--- src/rtl/saph_fpu_xbar.sv ---
// saph_fpu_xbar: round-robin crossbar coupling requester ports to identical,
// fixed-latency FP units, with per-unit tag pipelines routing results back.
// Ports:
//   clk_i, rst_i         clock, async active-high reset
//   req_valid_i/ready_o  per-port request handshake (ready is combinational)
//   req_op_i/a_i/b_i     per-port opcode and operands, port p at [p*W +: W]
//   resp_valid_o/data_o  per-port registered result pulse
//   u_valid_o/op_o/a_o/b_o  registered issue bus per unit
//   u_res_valid_i/u_res_i   unit result inputs
//   err_o                sticky tag/result mismatch flag
module saph_fpu_xbar #(
  parameter int unsigned ports    = 2,
  parameter int unsigned units    = 2,
  parameter int unsigned width    = 32,
  parameter int unsigned op_width = 3,
  parameter int unsigned latency  = 2
) (
  input  logic                       clk_i,
  input  logic                       rst_i,
  input  logic [ports-1:0]           req_valid_i,
  output logic [ports-1:0]           req_ready_o,
  input  logic [ports*op_width-1:0]  req_op_i,
  input  logic [ports*width-1:0]     req_a_i,
  input  logic [ports*width-1:0]     req_b_i,
  output logic [ports-1:0]           resp_valid_o,
  output logic [ports*width-1:0]     resp_data_o,
  output logic [units-1:0]           u_valid_o,
  output logic [units*op_width-1:0]  u_op_o,
  output logic [units*width-1:0]     u_a_o,
  output logic [units*width-1:0]     u_b_o,
  input  logic [units-1:0]           u_res_valid_i,
  input  logic [units*width-1:0]     u_res_i,
  output logic                       err_o
);

  localparam int unsigned port_w = (ports > 1) ? $clog2(ports) : 1;

  logic [port_w-1:0]         ptr_q, ptr_d;
  logic [ports-1:0]          grant_c;
  logic [units-1:0]          assign_c;
  logic [port_w-1:0]         unit_port_c [units];
  logic [op_width-1:0]       sel_op_c    [units];
  logic [width-1:0]          sel_a_c     [units];
  logic [width-1:0]          sel_b_c     [units];

  logic [units-1:0]          u_valid_q;
  logic [units*op_width-1:0] u_op_q;
  logic [units*width-1:0]    u_a_q;
  logic [units*width-1:0]    u_b_q;
  logic [port_w-1:0]         u_port_q    [units];

  logic [latency-1:0]        tag_v_q     [units];
  logic [port_w-1:0]         tag_p_q     [units][latency];

  logic [ports-1:0]          resp_hit_c;
  logic [width-1:0]          resp_res_c  [ports];
  logic                      err_c;
  logic [ports-1:0]          resp_valid_q;
  logic [ports*width-1:0]    resp_data_q;
  logic                      err_q;

  // Rotating-priority scan: each valid port, starting at ptr, takes the
  // lowest free unit until units run out.
  always_comb begin
    int unsigned nxt;
    int unsigned idx;
    grant_c  = '0;
    assign_c = '0;
    ptr_d    = ptr_q;
    nxt      = 0;
    idx      = 0;
    for (int unsigned k = 0; k < units; k++) unit_port_c[k] = '0;
    for (int unsigned i = 0; i < ports; i++) begin
      idx = 32'(ptr_q) + i;
      if (idx >= ports) idx = idx - ports;
      for (int unsigned p = 0; p < ports; p++) begin
        if (p == idx && req_valid_i[p] && nxt < units) begin
          grant_c[p] = 1'b1;
          for (int unsigned k = 0; k < units; k++) begin
            if (k == nxt) begin
              assign_c[k]    = 1'b1;
              unit_port_c[k] = port_w'(p);
            end
          end
          nxt   = nxt + 1;
          ptr_d = (p == ports - 1) ? '0 : port_w'(p + 1);
        end
      end
    end
  end

  // Per-unit operand mux from the assigned port.
  always_comb begin
    for (int unsigned k = 0; k < units; k++) begin
      sel_op_c[k] = '0;
      sel_a_c[k]  = '0;
      sel_b_c[k]  = '0;
      for (int unsigned p = 0; p < ports; p++) begin
        if (unit_port_c[k] == port_w'(p)) begin
          sel_op_c[k] = req_op_i[p*op_width +: op_width];
          sel_a_c[k]  = req_a_i[p*width +: width];
          sel_b_c[k]  = req_b_i[p*width +: width];
        end
      end
    end
  end

  // Tag output must agree with the unit's result strobe; a result without a
  // tag is dropped, a tag without a result is consumed silently.
  always_comb begin
    resp_hit_c = '0;
    err_c      = 1'b0;
    for (int unsigned p = 0; p < ports; p++) resp_res_c[p] = '0;
    for (int unsigned k = 0; k < units; k++) begin
      if (tag_v_q[k][latency-1] != u_res_valid_i[k]) err_c = 1'b1;
      if (tag_v_q[k][latency-1] && u_res_valid_i[k]) begin
        for (int unsigned p = 0; p < ports; p++) begin
          if (tag_p_q[k][latency-1] == port_w'(p)) begin
            resp_hit_c[p] = 1'b1;
            resp_res_c[p] = u_res_i[k*width +: width];
          end
        end
      end
    end
  end

  // Pointer, issue stage and tag pipelines.
  always_ff @(posedge clk_i or posedge rst_i) begin
    if (rst_i) begin
      ptr_q     <= '0;
      u_valid_q <= '0;
      u_op_q    <= '0;
      u_a_q     <= '0;
      u_b_q     <= '0;
      for (int unsigned k = 0; k < units; k++) begin
        u_port_q[k] <= '0;
        tag_v_q[k]  <= '0;
        for (int unsigned s = 0; s < latency; s++) tag_p_q[k][s] <= '0;
      end
    end else begin
      ptr_q     <= ptr_d;
      u_valid_q <= assign_c;
      for (int unsigned k = 0; k < units; k++) begin
        if (assign_c[k]) begin
          u_op_q[k*op_width +: op_width] <= sel_op_c[k];
          u_a_q[k*width +: width]        <= sel_a_c[k];
          u_b_q[k*width +: width]        <= sel_b_c[k];
          u_port_q[k]                    <= unit_port_c[k];
        end
        tag_v_q[k][0] <= u_valid_q[k];
        tag_p_q[k][0] <= u_port_q[k];
        for (int unsigned s = 1; s < latency; s++) begin
          tag_v_q[k][s] <= tag_v_q[k][s-1];
          tag_p_q[k][s] <= tag_p_q[k][s-1];
        end
      end
    end
  end

  // Registered response stage and sticky error.
  always_ff @(posedge clk_i or posedge rst_i) begin
    if (rst_i) begin
      resp_valid_q <= '0;
      resp_data_q  <= '0;
      err_q        <= 1'b0;
    end else begin
      resp_valid_q <= resp_hit_c;
      err_q        <= err_q | err_c;
      for (int unsigned p = 0; p < ports; p++) begin
        if (resp_hit_c[p]) resp_data_q[p*width +: width] <= resp_res_c[p];
      end
    end
  end

  assign req_ready_o  = grant_c;
  assign u_valid_o    = u_valid_q;
  assign u_op_o       = u_op_q;
  assign u_a_o        = u_a_q;
  assign u_b_o        = u_b_q;
  assign resp_valid_o = resp_valid_q;
  assign resp_data_o  = resp_data_q;
  assign err_o        = err_q;

endmodule

--- config.mk ---
export PLATFORM = sky130hd
export DESIGN_NAME = saph_fpu_xbar
export DESIGN_NICKNAME = d
export VERILOG_FILES = /design/src/rtl/saph_fpu_xbar.sv
export SDC_FILE = /design/constraint.sdc
export NUM_CORES = 1
export LEC_CHECK = 0
export ABC_AREA = 0
export ABC_CLOCK_PERIOD_IN_PS = 6900
export BUFFER_PORTS_ARGS = -buffer_cell sky130_fd_sc_hd__clkbuf_2
export CORE_AREA = 2 2 158 160
export CTS_BUF_LIST = sky130_fd_sc_hd__clkbuf_4 sky130_fd_sc_hd__clkbuf_8
export DETAILED_ROUTE_END_ITERATION = 7
export DIE_AREA = 0 0 160 162
export PLACE_DENSITY = 0.73
export SYNTH_ARGS = -nofsm -noshare
export SYNTH_HDL_FRONTEND = slang
export SYNTH_SLANG_ARGS = --single-unit
--- constraint.sdc ---
create_clock -name clk_i -period 6.9 [get_ports clk_i]
set_clock_uncertainty 0.2 [all_clocks]
set_input_delay 1.38 -clock clk_i [delete_from_list [all_inputs] [get_ports clk_i]]
set_output_delay 1.38 -clock clk_i [all_outputs]
set_load 0.01 [all_outputs]
* After elaboration in Yosys (flattened, before gate mapping)
Cells that the tools add are included.
** Storage, ports and cells
- Register bits :: 214
- Input port bits :: 204
- Output and inout port bits :: 205
- Word-level logic and storage cells :: 103
** Operators by class
- $add $sub $neg :: 5
- $lt $le $gt $ge :: 5
- Equal/unequal tests :: 7
- Multiplexer cells :: 50
- Bitwise operators :: 1
- Reduce and logical (&&, ||, !) cells :: 15
** Operators by type and width (number)
- 32-bit two-way mux :: 12
- 1-bit by 32-bit equality test with 1-bit output (first input constant) :: 5
- 32-bit zero test :: 5
- 64-bit two-way mux :: 2
- 32-bit by 2-bit < comparator with 1-bit output (second input constant) :: 3
- 32-bit by 1-bit adder with 32-bit output (second input constant) :: 2
- 1-bit two-way mux :: 26
- 2-bit two-way mux :: 8
- 1-bit logical AND :: 9
- 3-bit two-way mux :: 2
- 4-bit nonzero test :: 1
- 1-bit by 2-bit subtractor with 3-bit output (second input constant) :: 1
- 2-bit by 2-bit subtractor with 3-bit output (second input constant) :: 1
- 1-bit by 1-bit adder with 2-bit output (second input constant) :: 1
- 1-bit by 2-bit greater-or-equal comparator with 1-bit output (second input constant) :: 1
- 2-bit greater-or-equal comparator (second input constant) :: 1
- 1-bit inequality test :: 2
- 1-bit OR :: 1

* Longest topological paths before layout
- Word-level depth :: 15
- Depth in mapped cells :: 7
- Depth with buffers taken out :: 4

* Least setup slack after synthesis
OpenSTA, ideal clock, no wires.
- Path type :: input -> output
- Start point :: in req_valid_i[1]
- End point :: out req_ready_o[1]
- Data arrival time :: 1.668 ns
- Required time :: 5.320 ns
- Setup slack :: 3.652 ns
- Stages on the path :: 2
- Path buffers :: 2
- Cells stage by stage :: buf_2 > clkbuf_1
** On the way
- Word-level cells in the longest chain between the ends :: 9
- Elaborated cells between the ends (all ways) :: 12
- Classes of those cells :: add/sub (1); order compare (2); mux (4); reduce/logical (5)
** Ends and longest elaborated chain
- start: declaration :: RTL line 20 : input logic [ports-1:0] req_valid_i,
- 1-bit logical AND (2 in a row) :: RTL line 77 : if (p == idx && req_valid_i[p] && nxt < units) begin
- 32-bit two-way mux :: RTL line 77
- 32-bit by 2-bit < comparator with 1-bit output :: RTL line 77
- 1-bit logical AND :: RTL line 77
- 32-bit two-way mux :: RTL line 77
- 32-bit by 2-bit < comparator with 1-bit output :: RTL line 77
- 1-bit logical AND :: RTL line 77
- 1-bit two-way mux * :: RTL line 77
- end: declaration :: RTL line 21 : output logic [ports-1:0] req_ready_o,
Mark *: on every way between the ends. The rest lies on a longest branch, timed or not.

* Final worst setup path
Same ends and word-level chain as after synthesis.

==> impl_metrics.ini <==
[timing]
finalCriticalPeriod_ns = 3.54
drv_slew = 0
tightest_slew_ns = 1.32
finalSetupViolCount = 0
maxSlewHeadroom_pct = 12.2
postLayoutSetupSlackWorst_ns = 3.36
final.setup.tns_ns = 0
rsz0062_at_grt = false
fmax_ghz = 0.283
fin_crit_sh_pct = 51.2
finalHoldViolations = 0
hold_ws_ns = 0.142

[die]
start_util_pct = 41.9
core-area_sq_um = 24100
chipWidth_microns = 160
rows = 57
ioPinCount = 409
fp.dieH_microns = 162
fp.dieArea_sq_um = 25900

[route]
vias = 8546
viasPerCell = 5.10
drc = 0
ant_nets = 0
drt_wl_total_microns = 29700
firstDrtPassIters = 5
wire_per_inst_microns = 17.7
drt-initial-drc-count = 460

[power_and_ir_drop]
p_per_area_nw_per_um2 = 282
ir_worst_vdd_mv = 0.189
p_leak_uw = 0.00676
finalPower_uw = 3700

[synth]
netlist_top_cells_area = dfrtp_1, mux2_2, mux2i_1, nor2_1, o21ai_0
synth-seq-area-share_pct = 53.0
netlist.area_leader.share_pct = 53.0
netlist_area_sq_um = 10100
synth.distinct_cells = 25
synth_top_area_cell = dfrtp_1
ys_ff_latch = 214
synth_nets = 1144
yosysWarningCount = 0
syn_inst = 938
avgSynthCellArea_sq_um = 10.8

[place]
dp_hpwl_microns = 20500
dp.cells = 1608
place.gp.congestion = 0.855
place_ws_ns = 2.91
io_buffers = 408

[global_route]
grtUsageTotal_pct = 22.4
grt_start_max_net_pins = 138
grt_overflow = 0
grt_pass1_vias = 8666
antenna_found_initial = 0
grt_pass1_wl_microns = 46500

[setup_path]
path_max_fanout = 30
worst_r2r_path_depth = 5
r2r-start = ptr_q$_DFFE_PP0P_
r2r_setup_slack_ns = 3.96
reg2reg_to = u_b_o[26]$_DFFE_PP0P_
critPathLaunchType = input port
endpoint_kind = output port
path_delay_family = buffers and inverters
path_buf_inv = 2
crit_required_ns = 5.32
arrival_ns = 1.96
crit_type = input port to output port
critical-path-slowest-cell = buf_4
slowest_delay_ns = 0.35
cp_cell_sequence = buf_4 -> clkbuf_2

[min_path]
min-delay-start = tag_v_q[2]$_DFF_PP0_
min_to = tag_v_q[3]$_DFF_PP0_
hold_depth = 0
hold_class = flip-flop to flip-flop

[clocking]
cts_num_sinks = 214
clk_latency_ns = 0.52
cts.clk_slew.worst_paths_ns = 0.06
ctsResizeCount = 0
numCtsBuffers = 37
htree_levels = 2
ctsHoldBuffers = 0
post-cts-setup-buffers = 0
cts-root-buf = clkbuf_8
cts_tree = built
cts.path.max_buffers = 3

[final_layout]
drive_gt1_share_pct = 43.9
nNetsFinal = 1529
stdcell_count = 1675
antenna_cells = 0
syn2layout_area_growth_pct = 29.9

[run]
max_cap_violations = 0

[outcome]
outcome = complete, no violations
==> registers in the layout, indices dropped and copies added, names as in the netlist <==
name / count
u_op_o: 6
u_a_o: 64
tag_v_q: 4
resp_data_o: 64
u_b_o: 64
resp_valid_o: 2
tag_p_q: 4
ptr_q: 1
u_port_q: 2
u_valid_o: 2
err_o: 1
==> layer usage <==
metal / routed length, microns / GRT usage [%] / up-vias / part of all wire, %
met2: 14700 / 39.0 / 343 / 50
met3: 2300 / 6.79 / 67 / 7.8
li1: - / - / 4052 / -
met1: 11700 / 26.3 / 4084 / 39
met4: 960 / 7.78 / 0 / 3.2
met5: 0 / 0 / - / 0
==> Yosys cell counts (all sizes together) <==
master,n
or3,1
nor2,136
a21oi,2
inv,4
o21ai,100
nor2b,1
or2,1
ha,2
nand2b,2
a22oi,1
buf,46
nand2,104
mux2,127
clkbuf,26
o21a,1
a21bo,1
dfrtp,214
mux2i,101
maj3,1
o22ai,67
==> cell type report <==
cell class	count	area, sq um
multi-input cells	648	4400
clock inverters	3	42.5
clock buffers	64	787
flip-flops and latches	214	5360
repair buffers	418	2120
inverters	4	18.8
fillers	2191	11000
well taps	324	405
==> per-stage QoR <==
stage	utilization [%]	cell area [sq um]
floorplan	-	10100
detailed placement	51.0	12300
global route	54.5	13100
CTS	54.5	13100
global placement	51.0	12300
finish	54.5	13100
==> cells in the final DEF, fill, tap and decap left out <==
cell and count:
o21ai_0 100, nor2b_4 1, a22oi_2 1, or3_1 1, dfrtp_1 213, ha_1 2, dfrtp_4 1, clkbuf_8 49
a21oi_1 2, o22ai_1 67, nand2b_4 1, mux2i_1 101, nand2_4 1, maj3_1 1, clkinv_2 1, nand2_2 2
inv_1 3, nand2b_1 1, buf_4 11, clkbuf_2 407, or2_2 1, bufinv_16 1, o21a_1 1, mux2_2 98
clkbuf_4 15, mux2_1 29, clkinvlp_4 2, nor2_1 136, a21bo_2 1, nand2_1 101
==> power by group <==
part	internal [uW]	switching [uW]
combinational	372	466
clock	752	518
sequential	1470	126
total	2590	1110
==> worst max path at each step <==
stage,startpoint,end,slack (ns),cells past startpoint
finish,req_valid_i[1],req_ready_o[1],3.36,2
floorplan,rst_i,err_o$_DFF_PP0_,2.54,1
CTS,req_valid_i[1],req_ready_o[1],3.35,2
global route,req_valid_i[0],u_b_o[50]$_DFFE_PP0P_,3.19,6
detailed placement,req_valid_i[0],u_b_o[46]$_DFFE_PP0P_,2.91,6
global placement,req_valid_i[0],u_b_o[63]$_DFFE_PP0P_,2.99,6
==> cells by family (layout without fill, tap and decap cells) <==
| logic type | count (synthesis) | in the layout | synth area share (%) |
|---|---|---|---|
| simple gates | 245 | 245 | 9.30 |
| mux | 228 | 228 | 24.2 |
| flops | 214 | 214 | 53.0 |
| fa+ha+maj | 3 | 3 | 0.347 |
| compound gates | 172 | 172 | 9.45 |
| buf+inv | 76 | 489 | 3.73 |
No activity file was read; power rests on OpenSTA's default activity.
